==> src/rtl/dmux_pkg.sv <==
// Shared definitions for the 1-to-N demultiplexer scheduler slice.
package dmux_pkg;

  localparam int DMUX_WIDTH_DEF = 8;
  localparam int DMUX_NOUT_DEF  = 4;
  localparam int BURST_W        = 8;

  typedef enum logic {
    EMPTY = 1'b0,
    FULL  = 1'b1
  } buf_state_e;

endpackage

==> src/rtl/dmux_onehot.sv <==
// N-way combinational demux of a single valid bit, steered by a channel index.
module dmux_onehot #(
  parameter  int N_OUT = 4,
  localparam int SEL_W = $clog2(N_OUT)
) (
  input  logic             vld,
  input  logic [SEL_W-1:0] sel,
  output logic [N_OUT-1:0] valid
);

  always_comb begin
    valid      = '0;
    valid[sel] = vld;
  end

endmodule

==> src/rtl/dmux_scheduler.sv <==
// Steers bursts of a valid/ready word stream to one of N_OUT channels through a one-entry buffer.
module dmux_scheduler
  import dmux_pkg::*;
#(
  parameter  int WIDTH = DMUX_WIDTH_DEF,
  parameter  int N_OUT = DMUX_NOUT_DEF,
  localparam int SEL_W = $clog2(N_OUT)
) (
  input  logic               clk,
  input  logic               rst,
  input  logic [WIDTH-1:0]   in_data,
  input  logic               in_valid,
  output logic               in_ready,
  output logic [WIDTH-1:0]   out_data,
  output logic [N_OUT-1:0]   out_valid,
  input  logic [N_OUT-1:0]   out_ready,
  input  logic               cfg_rr,
  input  logic [SEL_W-1:0]   cfg_dest,
  input  logic [BURST_W-1:0] cfg_burst,
  output logic [SEL_W-1:0]   cur_sel,
  output logic               busy
);

  buf_state_e         state_p1, state_d;
  logic [WIDTH-1:0]   data_p1;
  logic [SEL_W-1:0]   sel_p1;
  logic               vld_p1;

  logic [SEL_W-1:0]   rr_ptr;
  logic [SEL_W-1:0]   pkt_sel;
  logic [BURST_W-1:0] beat;
  logic [BURST_W-1:0] burst_len;
  logic               burst_rr;

  logic               first;
  logic [SEL_W-1:0]   dest;
  logic [BURST_W-1:0] burst_cfg;
  logic               mode_rr;
  logic               last;
  logic               fire;
  logic               accept;

  // Burst bookkeeping: configuration is taken live on the first beat, latched copies afterwards.
  always_comb begin
    first     = (beat == '0);
    dest      = first ? (cfg_rr ? rr_ptr : cfg_dest) : pkt_sel;
    burst_cfg = first ? cfg_burst : burst_len;
    mode_rr   = first ? cfg_rr : burst_rr;
    last      = (beat == burst_cfg);
  end

  assign vld_p1   = (state_p1 == FULL);
  assign fire     = |(out_valid & out_ready);
  assign in_ready = (state_p1 == EMPTY) || fire;
  assign accept   = in_valid && in_ready;

  always_comb begin
    state_d = state_p1;
    case (state_p1)
      EMPTY:   if (accept) state_d = FULL;
      FULL:    if (fire && !accept) state_d = EMPTY;
      default: state_d = EMPTY;
    endcase
  end

  always_ff @(posedge clk) begin
    if (rst) state_p1 <= EMPTY;
    else     state_p1 <= state_d;
  end

  // Stage p0 -> p1: word and its channel are registered together.
  always_ff @(posedge clk) begin
    if (rst) begin
      data_p1 <= '0;
      sel_p1  <= '0;
    end else if (accept) begin
      data_p1 <= in_data;
      sel_p1  <= dest;
    end
  end

  always_ff @(posedge clk) begin
    if (rst) begin
      beat      <= '0;
      rr_ptr    <= '0;
      pkt_sel   <= '0;
      burst_len <= '0;
      burst_rr  <= 1'b0;
    end else if (accept) begin
      beat <= last ? '0 : beat + BURST_W'(1);
      if (first) begin
        pkt_sel   <= dest;
        burst_len <= cfg_burst;
        burst_rr  <= cfg_rr;
      end
      if (last && mode_rr) rr_ptr <= rr_ptr + SEL_W'(1);
    end
  end

  dmux_onehot #(
    .N_OUT (N_OUT)
  ) u_onehot (
    .vld   (vld_p1),
    .sel   (sel_p1),
    .valid (out_valid)
  );

  assign out_data = data_p1;
  assign cur_sel  = sel_p1;
  assign busy     = (beat != '0) || vld_p1;

endmodule

==> config.mk <==
export PLATFORM = sky130hd
export DESIGN_NAME = dmux_scheduler
export DESIGN_NICKNAME = d
export VERILOG_FILES = /design/src/rtl/dmux_pkg.sv /design/src/rtl/dmux_onehot.sv /design/src/rtl/dmux_scheduler.sv
export SDC_FILE = /design/constraint.sdc
export NUM_CORES = 1
export LEC_CHECK = 0
export CELL_PAD_IN_SITES_DETAIL_PLACEMENT = 0
export CELL_PAD_IN_SITES_GLOBAL_PLACEMENT = 1
export CORE_ASPECT_RATIO = 0.6
export CORE_UTILIZATION = 38
export DETAILED_ROUTE_END_ITERATION = 10
export GPL_TIMING_DRIVEN = 0
export PLACE_DENSITY = 0.81
export SETUP_SLACK_MARGIN = 0.02
export SYNTH_ARGS = -nofsm -noshare
export SYNTH_HDL_FRONTEND = slang
export SYNTH_SLANG_ARGS = --single-unit
==> constraint.sdc <==
create_clock -name clk -period 4.6 [get_ports clk]
set_clock_uncertainty 0.15 [all_clocks]
set_input_delay 1.38 -clock clk [delete_from_list [all_inputs] [get_ports clk]]
set_output_delay 1.38 -clock clk [all_outputs]
set_load 0.03 [all_outputs]
# Word-level counts from Yosys, hierarchy flattened
# Cells that the tools add are included.
[word_totals]
ff_bits = 32
input_bits = 26
output_inout_bits = 16
[classes]
add_sub_neg = 2
magnitude_cmp = 2
n_eq_ne = 1
muxes = 10
n_bitwise = 3
n_reduce_logical = 12
[ops]
columns = ["op", "n"]
rows = [
  ["$mux 8", 2],
  ["$add 8x1->8 const B", 1],
  ["$and 4x4->4", 2],
  ["$eq 8x8->1", 1],
  ["$logic_not 8->1", 1],
  ["$reduce_bool 8->1", 1],
  ["$logic_and 1x1->1", 4],
  ["$mux 1", 4],
  ["$mux 2", 2],
  ["$reduce_and 2->1", 2],
  ["$reduce_or 4->1", 1],
  ["$lt 2x3->1 const B", 1],
  ["$add 2x1->2 const B", 1],
  ["$demux 1 s2", 1],
  ["$ge 2x1->1 const B", 1],
  ["$logic_or 1x1->1", 2],
  ["$pmux 1 s2", 1],
  ["$logic_not 1->1", 1],
  ["$not 1->1", 1],
]

# Longest topological paths before layout
[logic_depth]
ltp_word = 13
ltp_mapped = 9
ltp_nobuf = 8

# Cells and area by module
# Synthesis repeated with hierarchy kept, for this count alone.
[hier_totals]
cells_unflattened = 194
area_unflattened_um2 = 1559.0
[modules_own_cells]
columns = ["mod", "instances", "cells_per_inst", "area_per_inst_um2", "seq_area_each_um2"]
rows = [
  ["dmux_scheduler", 1, 190, 1521.5, 640.6],
  ["dmux_onehot", 1, 4, 37.5, 0.0],
]

# Worst setup path before layout
# OpenSTA, ideal clock, no wires.
[synth_path]
kind = "in2out"
from = "input out_ready[3]"
to = "output in_ready"
arrival_time_ns = 2.091
required_ns = 3.070
path_slack_ns = 0.979
path_stages = 2
path_buffers = 0
cell_sequence = "mux4_2 nand2b_2"
[synth_between]
elab_chain_cells = 3
[synth_rtl]
columns = ["item", "line_no", "source"]
rows = [
  ["start, declared", "dmux_scheduler.sv:16", "input logic [N_OUT-1:0] out_ready,"],
  ["$and 4x4->4", "dmux_scheduler.sv:53", "assign fire = |(out_valid & out_ready);"],
  ["$reduce_or 4->1", "dmux_scheduler.sv:53", ""],
  ["$logic_or 1x1->1", "dmux_scheduler.sv:54", "assign in_ready = (state_p1 == EMPTY) || fire;"],
  ["end, declared", "dmux_scheduler.sv:13", "output logic in_ready,"],
]
# Every way passes these cells.

# Final worst setup path
# Ends and elaborated chain as after synthesis.

==> report_table.html <==
<table>
<tr><th>Metric</th><th>Value</th></tr>
<tr><th colspan="2">Clocking</th></tr>
<tr><td>Clock Tree Root</td><td>sky130_fd_sc_hd__clkbuf_8</td></tr>
<tr><td>Hold buffers post-CTS</td><td>0</td></tr>
<tr><td>Cts bufs inserted</td><td>5</td></tr>
<tr><td>Clk slew on worst S/H paths</td><td>0.07 ns</td></tr>
<tr><td>CTS H-tree depth</td><td>2</td></tr>
<tr><td>TritonCTS clock tree</td><td>yes</td></tr>
<tr><td>Max clock buf depth</td><td>2</td></tr>
<tr><td>Later-pin clock latency in the skew report</td><td>0.28 ns</td></tr>
<tr><td>Number of clock sinks</td><td>32</td></tr>
<tr><th colspan="2">Run status</th></tr>
<tr><td>Result of the run</td><td>complete, no violations</td></tr>
<tr><th colspan="2">Global route</th></tr>
<tr><td>Via count of the first global-routing pass</td><td>1517</td></tr>
<tr><td>Largest net degree at the start of global routing</td><td>11</td></tr>
<tr><td>Global-route wire length before repair</td><td>7210 um</td></tr>
<tr><td>Antenna violations before repair</td><td>0</td></tr>
<tr><td>Total GRT Usage</td><td>0.212</td></tr>
<tr><td>Final global-route overflow total</td><td>0</td></tr>
<tr><th colspan="2">Power and ir drop</th></tr>
<tr><td>Peak supply drop</td><td>0.137 mV</td></tr>
<tr><td>Cell leakage power</td><td>0.829 nW</td></tr>
<tr><td>Power Dens Cells</td><td>358 nW/um^2</td></tr>
<tr><th colspan="2">Layout</th></tr>
<tr><td>Number of antenna repair diodes</td><td>0</td></tr>
<tr><td>Net total in the final layout</td><td>269</td></tr>
<tr><td>Area growth from synthesis to layout</td><td>36.7%</td></tr>
<tr><td>Post-route cell area</td><td>2220 um^2</td></tr>
<tr><td>Commonest non-fill, non-tap cells in the layout</td><td>sky130_fd_sc_hd__nand2_1, sky130_fd_sc_hd__clkdlybuf4s50_1, sky130_fd_sc_hd__dfxtp_1</td></tr>
<tr><td>Most common cell after layout, fill and taps aside</td><td>sky130_fd_sc_hd__nand2_1</td></tr>
<tr><td>Fraction of final layout cells with drive strength greater than 1</td><td>0.107</td></tr>
<tr><th colspan="2">Yosys</th></tr>
<tr><td>Post-synthesis async set-or-reset flop share</td><td>0</td></tr>
<tr><td>EDFF count, synth</td><td>0</td></tr>
<tr><td>Number of flip-flops and latches in the synthesized netlist</td><td>32</td></tr>
<tr><td>Post-Syn Area</td><td>1630 um^2</td></tr>
<tr><td>Synthesized instance count</td><td>194</td></tr>
<tr><td>Synthesized area divided by synthesized cell count</td><td>8.38 um^2</td></tr>
<tr><td>Commonest register cell after synthesis</td><td>sky130_fd_sc_hd__dfxtp_1</td></tr>
<tr><td>Post-Synthesis Net Count</td><td>222</td></tr>
<tr><td>Share of the yosys chip area belonging to registers</td><td>0.394</td></tr>
<tr><td>Number of warnings issued by yosys</td><td>0</td></tr>
<tr><td>Distinct cell type count after synthesis</td><td>45</td></tr>
<tr><th colspan="2">Floorplanning</th></tr>
<tr><td>Core area</td><td>3870 um^2</td></tr>
<tr><td>I/O pin total</td><td>42</td></tr>
<tr><td>Initial core utilization</td><td>0.420</td></tr>
<tr><td>Die area</td><td>4550 um^2</td></tr>
<tr><td>Row cnt</td><td>17</td></tr>
<tr><td>Chip Width</td><td>86.4 um</td></tr>
<tr><td>Height of the die</td><td>52.7 um</td></tr>
<tr><th colspan="2">Timing</th></tr>
<tr><td>Fin crit period</td><td>4.36 ns</td></tr>
<tr><td>Relative max-transition margin</td><td>0.622</td></tr>
<tr><td>Number of slew-limit violations in the final report</td><td>0</td></tr>
<tr><td>Setup repair after global routing missed its margin</td><td>no</td></tr>
<tr><td>Transition at the pin with the smallest max-transition slack</td><td>0.565 ns</td></tr>
<tr><td>PnR worst setup slack</td><td>0.239 ns</td></tr>
<tr><td>Number of hold violations in the final report</td><td>0</td></tr>
<tr><td>Share of the clock period used by the worst path after layout</td><td>0.948</td></tr>
<tr><td>Hold slack</td><td>0.310 ns</td></tr>
<tr><td>Timing-limited maximum frequency</td><td>229 MHz</td></tr>
<tr><td># setup viols final</td><td>0</td></tr>
<tr><th colspan="2">Drt</th></tr>
<tr><td>Starting DRC count in detailed routing</td><td>77</td></tr>
<tr><td>Vias</td><td>1551</td></tr>
<tr><td>Pre-Repair DR Iteration Count</td><td>6</td></tr>
<tr><td>WL per Instance</td><td>14.6 um</td></tr>
<tr><td># DRC</td><td>0</td></tr>
<tr><td>Routed WL</td><td>4360 um</td></tr>
<tr><td>Number of antenna-violating nets in the routed design</td><td>0</td></tr>
<tr><td>Vias per std cell</td><td>5.19</td></tr>
<tr><th colspan="2">Min path</th></tr>
<tr><td>Hold Path Stages</td><td>2</td></tr>
<tr><td>HP Class</td><td>reg -&gt; reg</td></tr>
<tr><td>End point of the worst hold path</td><td>burst_len[7]</td></tr>
<tr><td>Hold_sp</td><td>burst_len[7]</td></tr>
<tr><th colspan="2">Critical path</th></tr>
<tr><td>Reg-to-reg startpoint</td><td>beat[0]</td></tr>
<tr><td>WS Path Type</td><td>in -&gt; out</td></tr>
<tr><td>Worst Setup Start Kind</td><td>primary input</td></tr>
<tr><td>Required arrival time at the worst endpoint</td><td>3.07 ns</td></tr>
<tr><td>Type of destination of the critical path</td><td>primary output</td></tr>
<tr><td>Worst Path Arrival</td><td>2.83 ns</td></tr>
<tr><td>Number of cells on the worst reg-to-reg path</td><td>9</td></tr>
<tr><td>Endpoint of the worst register-to-register path</td><td>beat[1]</td></tr>
<tr><td>Critical path fanouts, max</td><td>4</td></tr>
<tr><td>Worst reg-to-reg setup slack</td><td>1.94 ns</td></tr>
<tr><th colspan="2">Placed design</th></tr>
<tr><td>HPWL after DPL</td><td>3390 um</td></tr>
<tr><td>Number of port buffers</td><td>40</td></tr>
<tr><td>Final RePlAce weighted congestion</td><td>0.840</td></tr>
<tr><td>Placed instance area</td><td>2100 um^2</td></tr>
<tr><td>Post-placement worst setup slack</td><td>-0.000361 ns</td></tr>
<tr><th colspan="2">Run</th></tr>
<tr><td>Max-cap check violation count</td><td>0</td></tr>
</table>
## kinds of logic (layout without fill, tap and decap cells)
logic type               Yosys count  after routing  synth area share
multiplexers                       5              5            0.0416
AND/OR/NAND/NOR                   77             77             0.239
buffers and inverters             23             71            0.0662
adder cells (fa/ha/maj)            2              2            0.0154
XOR/XNOR                           8              8            0.0431
AO/OA/AOI/OAI                     47             47             0.201
flip-flops                        32             32             0.394
## repair_timing
item,in CTS,in global routing
gates resized for setup,1,0
setup buffers,0,0
setup endpoints to repair,1,0
endpoints found under the hold margin,0,0
## cell type report
type	count	area (um^2)
Clock buffer	7	96.3
Fill cell	364	1650
Timing Repair Buffer	40	399
Inverter	12	45.0
Buffer	11	62.6
Clock inverter	1	30.0
Multi-Input combinational cell	139	877
Sequential cell	32	641
Tap cell	57	71.3
## report_power, final
group	leakage (nW)	switching, mW	internal (mW)
Combinational	0.503	0.105	0.0868
Sequential	0.262	0.0153	0.296
Clock	0.0645	0.102	0.191
## cells in the mapped netlist, drive strengths merged (5+ instances only)
| master | number | area share |
|---|---|---|
| a21oi | 22 | 0.068 |
| a211oi | 8 | 0.037 |
| clkbuf | 6 | 0.014 |
| and3 | 5 | 0.021 |
| xor2 | 6 | 0.032 |
| dfxtp | 32 | 0.39 |
| nor2 | 7 | 0.016 |
| buf | 5 | 0.025 |
| inv | 12 | 0.028 |
| nand2 | 46 | 0.11 |
## sequential cells by signal, summed over array words and instances, names as in the netlist
name,cells
cur_sel,2
beat,8
burst_len,8
pkt_sel,2
burst_rr,1
state_p1,1
out_data,8
rr_ptr,2
## per-layer routing
metal,up-vias,part of all wire,routed length [um],track usage
li1,777,-,-,-
met1,728,0.48,2090,0.273
met2,44,0.45,1950,0.353
met3,2,0.073,317,0.0614
met4,0,0.0021,9,0.0472
met5,-,0,0,0
## metrics by stage
step | util | TNS (ns) | power, mW | std cells
after global routing | 0.574 | 0 | 0.837 | 299
after detailed placement | 0.542 | -0.000361 | 0.509 | 291
after CTS | 0.574 | 0 | 0.804 | 299
after floorplan | - | 0 | 0.436 | 194
final | 0.574 | 0 | 0.796 | 299
after global placement | 0.542 | 0 | 0.503 | 291
## worst max-delay path by stage
stage | from | to | depth (start not counted)
finish | out_ready[3] | in_ready | 4
global route | out_ready[3] | in_ready | 4
CTS | out_ready[3] | in_ready | 4
detailed placement | out_ready[3] | in_ready | 4
global placement | out_ready[3] | in_ready | 4
floorplan | out_ready[3] | in_ready | 2
## worst max-delay path, stage by stage
cell and delay, ns:
sky130_fd_sc_hd__clkdlybuf4s50_1 0.40, sky130_fd_sc_hd__mux4_2 0.47, sky130_fd_sc_hd__nand2b_2 0.21, sky130_fd_sc_hd__dlygate4sd2_1 0.36
No activity file was read; power rests on OpenSTA's default activity.
